`src/rtl/usb_pkg.sv`:
```
// rtl/usb_pkg.sv - packet codes and controller state encoding for usb_protocol_ctrl
package usb_pkg;

    typedef enum logic [2:0] {
        RX_NONE  = 3'd0,
        RX_DATA  = 3'd1,
        RX_OUT   = 3'd2,
        RX_IN    = 3'd3,
        RX_ACK   = 3'd4,
        RX_NAK   = 3'd5,
        RX_STALL = 3'd6
    } rx_pkt_t;

    typedef enum logic [2:0] {
        TX_NONE  = 3'd0,
        TX_DATA  = 3'd1,
        TX_ACK   = 3'd2,
        TX_NAK   = 3'd3,
        TX_STALL = 3'd4
    } tx_pkt_t;

    // Fixed encodings kept visible for status readback compatibility.
    localparam logic [2:0] ST_IDLE      = 3'd0;
    localparam logic [2:0] ST_WAIT_DATA = 3'd1;
    localparam logic [2:0] ST_SEND_HS   = 3'd2;
    localparam logic [2:0] ST_SEND_DATA = 3'd3;
    localparam logic [2:0] ST_WAIT_ACK  = 3'd4;

    typedef enum logic [2:0] {
        S_IDLE      = ST_IDLE,
        S_WAIT_DATA = ST_WAIT_DATA,
        S_SEND_HS   = ST_SEND_HS,
        S_SEND_DATA = ST_SEND_DATA,
        S_WAIT_ACK  = ST_WAIT_ACK
    } pctrl_state_t;

    function automatic logic is_send(input pctrl_state_t s);
        return (s == S_SEND_HS) || (s == S_SEND_DATA);
    endfunction

endpackage

```
`src/rtl/usb_timeout_timer.sv`:
```
// rtl/usb_timeout_timer.sv - saturating turnaround timer with one-cycle expired pulse
module usb_timeout_timer #(
    parameter int TIMEOUT_CYCLES = 800
) (
    input  logic clk,
    input  logic n_rst,
    input  logic clear,
    input  logic enable,
    output logic expired
);

    localparam int W = (TIMEOUT_CYCLES > 1) ? $clog2(TIMEOUT_CYCLES) : 1;
    localparam logic [W-1:0] TERM = W'(TIMEOUT_CYCLES - 1);

    logic [W-1:0] count;
    logic         fired;

    // Count holds at TERM; fired keeps expired to a single pulse per run.
    always_ff @(posedge clk or negedge n_rst) begin
        if (!n_rst) begin
            count   <= '0;
            fired   <= 1'b0;
            expired <= 1'b0;
        end else if (clear) begin
            count   <= '0;
            fired   <= 1'b0;
            expired <= 1'b0;
        end else if (enable) begin
            if (count != TERM) begin
                count <= count + 1'b1;
            end
            expired <= (count == TERM) && !fired;
            if (count == TERM) begin
                fired <= 1'b1;
            end
        end else begin
            expired <= 1'b0;
        end
    end

endmodule

```
`src/rtl/usb_protocol_ctrl.sv`:
```
// rtl/usb_protocol_ctrl.sv - USB endpoint token/handshake sequencer; USB_PCTRL_STALL_EN enables ep_halt STALL replies
module usb_protocol_ctrl
    import usb_pkg::*;
#(
    parameter int TIMEOUT_CYCLES = 800
) (
    input  logic       clk,
    input  logic       n_rst,
    input  logic [2:0] rx_packet,
    input  logic       packet_done,
    input  logic       rx_error,
    input  logic       tx_done,
    input  logic       tx_error,
    input  logic       tx_data_ready,
    input  logic       rx_data_clr,
    input  logic       ep_halt,
    output logic [2:0] tx_packet,
    output logic       tx_start,
    output logic       d_mode,
    output logic       clear_buffer,
    output logic       rx_data_ready,
    output logic       tx_complete,
    output logic       err_pulse,
    output logic       timeout_flag
);

    pctrl_state_t state, state_n;
    logic [2:0]   pkt_sel;
    logic         clr_n, err_n, cmpl_n, tof_n, rdr_set;
    logic         halt, expired, tmr_clear;

`ifdef USB_PCTRL_STALL_EN
    assign halt = ep_halt;
`else
    logic ep_halt_unused;
    assign ep_halt_unused = ep_halt;
    assign halt           = 1'b0;
`endif

    assign tmr_clear = !((state == S_WAIT_DATA) || (state == S_WAIT_ACK));

    usb_timeout_timer #(.TIMEOUT_CYCLES(TIMEOUT_CYCLES)) u_timer (
        .clk     (clk),
        .n_rst   (n_rst),
        .clear   (tmr_clear),
        .enable  (!tmr_clear),
        .expired (expired)
    );

    always_comb begin
        state_n = state;
        pkt_sel = tx_packet;
        clr_n   = 1'b0;
        err_n   = 1'b0;
        cmpl_n  = 1'b0;
        tof_n   = timeout_flag;
        rdr_set = 1'b0;
        case (state)
            S_IDLE: begin
                if (packet_done && rx_error) begin
                    err_n = 1'b1;
                end else if (packet_done && rx_packet == RX_OUT) begin
                    state_n = S_WAIT_DATA;
                    clr_n   = 1'b1;
                    tof_n   = 1'b0;
                end else if (packet_done && rx_packet == RX_IN) begin
                    tof_n = 1'b0;
                    if (halt) begin
                        state_n = S_SEND_HS;
                        pkt_sel = TX_STALL;
                    end else if (tx_data_ready) begin
                        state_n = S_SEND_DATA;
                        pkt_sel = TX_DATA;
                    end else begin
                        state_n = S_SEND_HS;
                        pkt_sel = TX_NAK;
                    end
                end
            end
            S_WAIT_DATA: begin
                // A packet landing on the timeout cycle is still honoured.
                if (packet_done && !rx_error && rx_packet == RX_DATA) begin
                    state_n = S_SEND_HS;
                    if (halt) begin
                        pkt_sel = TX_STALL;
                    end else if (rx_data_ready) begin
                        pkt_sel = TX_NAK;
                    end else begin
                        pkt_sel = TX_ACK;
                        rdr_set = 1'b1;
                    end
                end else if (packet_done || expired) begin
                    state_n = S_IDLE;
                    clr_n   = 1'b1;
                    err_n   = 1'b1;
                    if (!packet_done) tof_n = 1'b1;
                end
            end
            S_SEND_HS: begin
                if (tx_error || tx_done) begin
                    state_n = S_IDLE;
                    err_n   = tx_error;
                end
            end
            S_SEND_DATA: begin
                if (tx_error) begin
                    state_n = S_IDLE;
                    err_n   = 1'b1;
                end else if (tx_done) begin
                    state_n = S_WAIT_ACK;
                end
            end
            S_WAIT_ACK: begin
                if (packet_done && !rx_error && rx_packet == RX_ACK) begin
                    state_n = S_IDLE;
                    cmpl_n  = 1'b1;
                    clr_n   = 1'b1;
                end else if (packet_done || expired) begin
                    state_n = S_IDLE;
                    err_n   = 1'b1;
                    if (!packet_done) tof_n = 1'b1;
                end
            end
            default: state_n = S_IDLE;
        endcase
    end

    always_ff @(posedge clk or negedge n_rst) begin
        if (!n_rst) begin
            state         <= S_IDLE;
            tx_packet     <= TX_NONE;
            tx_start      <= 1'b0;
            d_mode        <= 1'b0;
            clear_buffer  <= 1'b0;
            rx_data_ready <= 1'b0;
            tx_complete   <= 1'b0;
            err_pulse     <= 1'b0;
            timeout_flag  <= 1'b0;
        end else begin
            state         <= state_n;
            tx_packet     <= is_send(state_n) ? pkt_sel : TX_NONE;
            tx_start      <= is_send(state_n) && !is_send(state);
            d_mode        <= is_send(state_n);
            clear_buffer  <= clr_n;
            rx_data_ready <= rdr_set | (rx_data_ready & ~rx_data_clr);
            tx_complete   <= cmpl_n;
            err_pulse     <= err_n;
            timeout_flag  <= tof_n;
        end
    end

endmodule

```
`config.mk`:
```
export PLATFORM = sky130hd
export DESIGN_NAME = usb_protocol_ctrl
export DESIGN_NICKNAME = d
export VERILOG_FILES = /design/src/rtl/usb_pkg.sv /design/src/rtl/usb_timeout_timer.sv /design/src/rtl/usb_protocol_ctrl.sv
export SDC_FILE = /design/constraint.sdc
export NUM_CORES = 1
export LEC_CHECK = 0
export ABC_AREA = 1
export BUFFER_PORTS_ARGS = -buffer_cell sky130_fd_sc_hd__buf_2
export CORE_ASPECT_RATIO = 0.8
export CORE_MARGIN = 1
export CORE_UTILIZATION = 30
export DETAILED_ROUTE_END_ITERATION = 7
export PLACE_DENSITY = 0.49
export SLEW_MARGIN = 40
export SYNTH_ARGS = -nofsm -noshare
export SYNTH_HDL_FRONTEND = slang
export SYNTH_SLANG_ARGS = --single-unit
```
`constraint.sdc`:
```
create_clock -name clk -period 1.1 [get_ports clk]
set_input_delay 0.055 -clock clk [delete_from_list [all_inputs] [get_ports clk]]
set_output_delay 0.055 -clock clk [all_outputs]
set_load 0.1 [all_outputs]
```
==> insert_results.sql, run 1 <==
INSERT INTO impl_metrics (metric_group, metric, value, unit) VALUES
('critical_path', 'crit_path_end_kind', 'flip-flop', ''),
('critical_path', 'path_max_fanout', '6', ''),
('final_layout', 'nets', '220', ''),
('clocking', 'clk_transition_reported_paths', '0.09', 'ns'),
('clocking', 'clkSinkCount', '24', ''),
('clocking', 'cts_tree', 'yes', ''),
('sta', 'max_freq', '851.6', 'MHz'),
('critical_path', 'crit_path_max_incr_delay', '0.37', 'ns'),
('floorplan', 'floorplan.die_area', '0.004568', 'mm^2'),
('placed_design', 'place_hpwl', '2.209', 'mm'),
('power', 'p_leak', '0.0009300', 'uW'),
('detailed_routing', 'drt_iter0_markers', '45', ''),
('critical_path', 'cp.arrival', '1.34', 'ns'),
('placed_design', 'numPortBuffers', '19', ''),
('clocking', 'ctsRootBufferMaster', 'clkbuf_8', ''),
('floorplan', 'rows', '20', ''),
('sta', 'worst_slew_margin_rel', '64.57', '%'),
('synth', 'synth-seq-area-share', '46.56', '%'),
('job', 'max_cap_viol_count', '0', ''),
('critical_path', 'worstPathCellList', 'ha_2 > nand2_4 > nor2_4 > nand3_4 > nand3_1 > o21ai_1', ''),
('synth', 'ys_warn_count', '0', ''),
('hold_path', 'worstHoldPathType', 'in -> reg', ''),
('critical_path', 'worstRegToRegCells', '6', ''),
('synth', 'syn_inst', '161', ''),
('final_layout', 'drive_above_1_share', '35.92', '%'),
('clocking', 'clock_buffers_created_by_tritoncts', '3', ''),
('floorplan', 'floorplan.die.width', '75.32', 'um'),
('detailed_routing', 'vias_per_cell', '4.437', ''),
('floorplan', 'boundaryPins', '22', ''),
('detailed_routing', 'final_antenna_net_count', '0', ''),
('sta', 'timing.final.crit_period', '1.174', 'ns'),
('final_layout', 'layout-area-overhead-vs-synth', '45.20', '%'),
('global_routing', 'residual_overflow_from_global_routing', '0', ''),
('synth', 'syn_area', '0.001290', 'mm^2'),
('critical_path', 'crit_path_start_kind', 'flip-flop', ''),
('global_routing', 'grt_start_max_net_pins', '25', ''),
('sta', 'setup_slack_of_the_critical_path_after_layout', '-0.07420', 'ns'),
('placed_design', 'gpl.final_weighted_congestion', '0.8562', ''),
('clocking', 'worst_skew_pair.late_latency', '0.27', 'ns'),
('floorplan', 'initial_utilization', '32.63', '%'),
('final_layout', 'max_ffs_per_register', '10', ''),
('power', 'pwr_density_cell', '1113', 'mW/mm^2'),
('critical_path', 'crit_type', 'reg -> reg', ''),
('global_routing', 'first_global_vias', '1183', ''),
('synth', 'syn_nets', '174', ''),
('detailed_routing', 'routed-via-count', '1158', ''),
('clocking', 'cts_h_tree_depth', '1', ''),
('global_routing', 'grt_antenna_before_repair', '0', ''),
('synth', 'synth.lib_cells_used.distinct', '27', ''),
('clocking', 'cts-root-to-sink-buffers', '2', ''),
('global_routing', 'globalRouteTotalUtil', '15.17', '%'),
('sta', 'setup-violations-final', '19', ''),
('floorplan', 'core_area', '0.003954', 'mm^2'),
('global_routing', 'global_route_wire_length_before_repair', '5.161', 'mm'),
('detailed_routing', 'first_pass_iters', '5', ''),
('final_layout', 'utilization', '47.37', '%'),
('status', 'outcome', 'finished with violations', ''),
('critical_path', 'crit_required', '1.26', 'ns'),
('floorplan', 'die_h', '60.65', 'um'),
('detailed_routing', 'totalWireLength', '2.886', 'mm'),
('critical_path', 'cpMaxStageDelayCell', 'dfrtp_1', ''),
('hold_path', 'min_delay_path_depth', '4', ''),
('sta', 'timing.final.max_slew_violations', '0', ''),
('final_layout', 'max_flop_register', 'u_timer.count', ''),
('final_layout', 'antenna_cells_inserted', '0', ''),
('sta', 'finClkSkew', '0.006429', 'ns'),
('detailed_routing', 'drc_errors', '0', ''),
('final_layout', 'reg_top3', 'u_timer.count x10, state x3, tx_packet x2', ''),
('sta', 'final.period_utilization', '106.7', '%'),
('synth', 'synth_area_per_inst', '8.012', 'um^2'),
('sta', 'rsz_0062_raised_after_global_routing', 'true', ''),
('power', 'worst_supply_voltage_drop_on_vdd', '0.9727', 'mV'),
('final_layout', 'n_fill_cell', '417', ''),
('detailed_routing', 'wl_per_cell', '11.06', 'um'),
('sta', 'tightest_pin_transition', '0.5314', 'ns'),
('status', 'violations', 'negative setup slack', ''),
('sta', 'report.final.hold_viol_count', '0', ''),
('sta', 'totalNegativeSetupSlack', '-0.8862', 'ns'),
('synth', 'synth-seq-cells', '24', '');
## critical path, delay by kind of cell (launching register included)
family	cells	cell delay, ns
AO/OA/AOI/OAI	1	0.06
adder cells (fa/ha/maj)	1	0.21
flip-flops	1	0.37
AND/OR/NAND/NOR	4	0.43
## report_power, final
part           internal, uW  switching (uW)  total [uW]
registers               905            20.2         925
clock network           486             281         768
logic                   138             255         393
total                  1530             556        2090
## cells by family after synthesis
family	after synthesis	synth area share, %
XOR/XNOR	3	2.037
AO/OA/AOI/OAI	17	6.789
flip-flops	24	46.56
other	1	0.2907
buffers and inverters	29	8.730
AND/OR/NAND/NOR	86	34.63
adder cells (fa/ha/maj)	1	0.9698
## repair_timing
item                                   in CTS  in global routing
hold buffers                                2                  0
resized for setup                          10                  4
setup endpoints to repair                  17                 23
pin swaps                                   2                  2
endpoints found under the hold margin      25                  0
setup buffers                               4                  2
## path summary, 6_finish.rpt
path | startpoint | end | slack, ns
hold reg to reg | u_timer.fired | u_timer.expired | 0.42
hold / removal | tx_data_ready | tx_packet[1] | 0.07
min in group asynchronous | n_rst | state[1] | 0.30
max in group asynchronous | n_rst | tx_packet[1] | 0.42
setup / recovery | u_timer.count[1] | u_timer.count[1] | -0.07
setup reg to reg | u_timer.count[1] | u_timer.count[1] | -0.07
## metrics by stage
stage	setup slack [ns]	std cells	instance area (um^2)	power, uW	hold slack (ns)
floorplan	-0.02494	161	1303	1157	-0.2406
global placement	-0.05588	249	1707	1306	0.07435
detailed placement	-0.09798	249	1707	1311	0.07493
CTS	-0.07812	259	1852	2099	0.06430
global route	-0.1847	261	1873	2172	0.07745
finish	-0.07420	261	1873	2085	0.06893
## layout by cell type (no fill, tap or decap), drive strengths merged
master,n
nor2,21
ha,1
dfrtp,24
inv,28
bufinv,1
o21ai,8
xor2,1
dlygate4sd3,2
o22ai,1
buf,40
conb,1
a31oi,1
xnor2,2
nand3b,1
a21oi,7
clkbuf,3
nor3,3
nand4,5
nand3,18
and2,1
nand2,37
## Yosys cell counts (all sizes together)
library cell / n / area (um^2)
a21oi: 7 / 35.03
o22ai: 1 / 6.260
a31oi: 1 / 6.260
nand2: 37 / 161.4
ha: 1 / 12.51
nor3: 3 / 26.28
nand3b: 1 / 7.510
inv: 28 / 105.1
dfrtp: 24 / 600.6
conb: 1 / 3.750
xor2: 1 / 8.760
xnor2: 2 / 17.52
buf: 1 / 7.510
nor2: 21 / 98.84
o21ai: 8 / 40.03
and2: 1 / 6.260
nand4: 5 / 46.29
nand3: 18 / 100.1
## routing by layer
metal	GRT usage, %	up-vias	wire length (um)
li1	-	602	-
met1	20.42	529	1440
met3	4.153	4	98
met5	0	-	0
met2	24.62	23	1312
met4	3.439	0	35
## cell type report
| cell class | count | area, um^2 | area share [%] |
|---|---|---|---|
| well taps | 55 | 68.82 | 3.674 |
| multi-input cells | 108 | 613.1 | 32.73 |
| repair buffers | 42 | 407.9 | 21.78 |
| inverters | 28 | 105.1 | 5.611 |
| clock buffers | 3 | 41.29 | 2.204 |
| flip-flops and latches | 24 | 606.8 | 32.40 |
| clock inverters | 1 | 30.03 | 1.603 |
(Power assumes the default switching activity.)
==> run 2, diff against run 1 <==
BUFFER_PORTS_ARGS = not set   (was -buffer_cell sky130_fd_sc_hd__buf_2)
DONT_BUFFER_PORTS = 1   (was not set)
PLACE_DENSITY = 0.44   (was 0.49)
==> run 2 against run 1 <==
  * The run still ends with negative setup slack left
  * Sequential power fell by 0.5%
  * Maximum frequency fell by 1.4%
  * Clock-buffer cell count rose by 1
  * Cell count fell by 2.7%
  * Clock skew fell by 0.0044 ns
  * Routed wire length fell by 1.6%
  * Non-clock buffer count fell by 7
  * Critical endpoint unchanged
  * Largest cell class unchanged
  * Largest power group unchanged
==> insert_results.sql, run 2 (synthesis gave the netlist of run 1 again) <==
INSERT INTO impl_metrics (metric_group, metric, value, unit) VALUES
('status', 'outcome', 'finished with violations', ''),
('status', 'violations', 'negative setup slack', ''),
('power', 'p_leak', '0.0008850', 'uW'),
('clocking', 'clk_transition_reported_paths', '0.08', 'ns'),
('final_layout', 'max_ffs_per_register', '10', ''),
('final_layout', 'layout.cells.most_common', 'nand2_1', ''),
('sta', 'report.final.hold_viol_count', '0', ''),
('placed_design', 'place_hpwl', '2.119', 'mm'),
('sta', 'final.period_utilization', '108.3', '%'),
('sta', 'max_freq', '839.6', 'MHz'),
('critical_path', 'crit_path_start_kind', 'flip-flop', ''),
('power', 'pwr_density_cell', '1018', 'mW/mm^2'),
('final_layout', 'final_cell_mix', '29 x nand2_1, 26 x buf_4, 23 x inv_1, 18 x dfrtp_1, 14 x nor2_1', ''),
('final_layout', 'max_flop_register', 'u_timer.count', ''),
('final_layout', 'antenna_cells_inserted', '0', ''),
('sta', 'setup_slack_of_the_critical_path_after_layout', '-0.09099', 'ns'),
('clocking', 'clkSinkCount', '24', ''),
('sta', 'finClkSkew', '0.002074', 'ns'),
('clocking', 'worst_skew_pair.late_latency', '0.26', 'ns'),
('floorplan', 'rows', '20', ''),
('floorplan', 'initial_utilization', '32.63', '%'),
('final_layout', 'drive_above_1_share', '34.67', '%'),
('critical_path', 'path_max_fanout', '6', ''),
('final_layout', 'utilization', '45.28', '%'),
('detailed_routing', 'drc_errors', '0', ''),
('floorplan', 'core_area', '0.003954', 'mm^2'),
('detailed_routing', 'routed-via-count', '1153', ''),
('clocking', 'cts-root-to-sink-buffers', '2', ''),
('final_layout', 'reg_top3', 'u_timer.count x10, state x3, tx_packet x2', ''),
('sta', 'totalNegativeSetupSlack', '-0.9970', 'ns'),
('placed_design', 'post-place-ws', '-0.1613', 'ns'),
('sta', 'timing.final.crit_period', '1.191', 'ns'),
('clocking', 'clock_buffers_created_by_tritoncts', '3', ''),
('critical_path', 'crit_type', 'reg -> reg', ''),
('global_routing', 'residual_overflow_from_global_routing', '0', ''),
('power', 'power.total', '1823', 'uW'),
('job', 'max_cap_viol_count', '0', ''),
('global_routing', 'first_global_vias', '1088', ''),
('placed_design', 'numPortBuffers', '0', ''),
('sta', 'rsz_0062_raised_after_global_routing', 'true', ''),
('detailed_routing', 'drt_iter0_markers', '77', ''),
('critical_path', 'crit_required', '1.26', 'ns'),
('clocking', 'cts_tree', 'yes', ''),
('power', 'worst_supply_voltage_drop_on_vdd', '0.7903', 'mV'),
('placed_design', 'gpl.final_weighted_congestion', '0.8001', ''),
('final_layout', 'nets', '213', ''),
('detailed_routing', 'wl_per_cell', '11.19', 'um'),
('global_routing', 'global_route_wire_length_before_repair', '4.961', 'mm'),
('detailed_routing', 'totalWireLength', '2.841', 'mm'),
('detailed_routing', 'vias_per_cell', '4.539', ''),
('global_routing', 'grt_start_max_net_pins', '25', ''),
('clocking', 'cts_h_tree_depth', '1', ''),
('floorplan', 'floorplan.die.width', '75.32', 'um'),
('global_routing', 'globalRouteTotalUtil', '14.86', '%'),
('floorplan', 'die_h', '60.65', 'um'),
('hold_path', 'worstHoldPathType', 'in -> reg', ''),
('sta', 'setup-violations-final', '20', ''),
('clocking', 'ctsRootBufferMaster', 'clkbuf_8', ''),
('critical_path', 'crit_path_end_kind', 'flip-flop', ''),
('critical_path', 'cp.arrival', '1.35', 'ns'),
('sta', 'timing.final.max_slew_violations', '0', ''),
('floorplan', 'boundaryPins', '22', ''),
('final_layout', 'layout-area-overhead-vs-synth', '38.80', '%'),
('detailed_routing', 'first_pass_iters', '4', ''),
('detailed_routing', 'final_antenna_net_count', '0', ''),
('floorplan', 'floorplan.die_area', '0.004568', 'mm^2'),
('global_routing', 'grt_antenna_before_repair', '0', '');
## run 2: changes by cell type in the layout (fill, tap and decap cells not counted), sizes merged
| cell | before | now |
|---|---|---|
| dlygate4sd3 | 2 | 7 |
| bufinv | 1 | 0 |
| clkbuf | 3 | 4 |
| buf | 40 | 28 |
## run 2: cell type report
cell class / count / area [um^2]
Inverter: 28 / 107.6
Multi-Input combinational cell: 108 / 664.4
Fill cell: 418 / 2163
Tap cell: 55 / 68.82
Clock buffer: 4 / 45.04
Timing Repair Buffer: 35 / 296.5
Sequential cell: 24 / 608.1
## run 2: final timing paths
path | from | end | slack, ns | depth (start not counted)
worst max-delay path | u_timer.count[1] | u_timer.count[1] | -0.09 | 6
worst min-delay path | tx_error | err_pulse | 0.01 | 4
worst max register to register | u_timer.count[1] | u_timer.count[1] | -0.09 | 6
worst min register to register | u_timer.fired | u_timer.expired | 0.42 | 1
max in group asynchronous | n_rst | state[2] | 0.73 | 2
min in group asynchronous | n_rst | tx_start | 0.21 | 2
## run 2: critical path: stages (launching register included)
cell	delay, ns
dfrtp_1	0.43
ha_4	0.17
nand2_4	0.06
nor2_4	0.15
nand3_4	0.13
nand3_1	0.09
o21ai_1	0.06
## run 2: repair_timing
action	CTS	global route
buffers inserted	4	4
gates cloned	0	0
resized for setup	13	16
hold buffers	8	0
setup endpoints to repair	18	23
pin swaps	2	3
endpoints found under the hold margin	30	0
## run 2: where the power goes
group          switching [uW]  total (uW)  leakage (uW)  internal [uW]
clock                     280         538     0.0000228            259
combinational             252         364      0.000540            112
sequential               15.8         920      0.000322            904
## run 2: metrics by stage
stage                     instances  hold WS (ns)  area [um^2]
after floorplan                 161       -0.2406         1303
after global placement          234       -0.2401         1506
after detailed placement        234       -0.2402         1506
after CTS                       250      0.005910         1713
after global routing            254       0.01114         1790
final                           254       0.01042         1790
## run 2: per-layer routing
| layer | track usage [%] | share of wire, % |
|---|---|---|
| met5 | 0 | 0 |
| met4 | 3.175 | 0.67 |
| met3 | 3.987 | 4.7 |
| met2 | 23.72 | 44 |
| met1 | 20.41 | 51 |
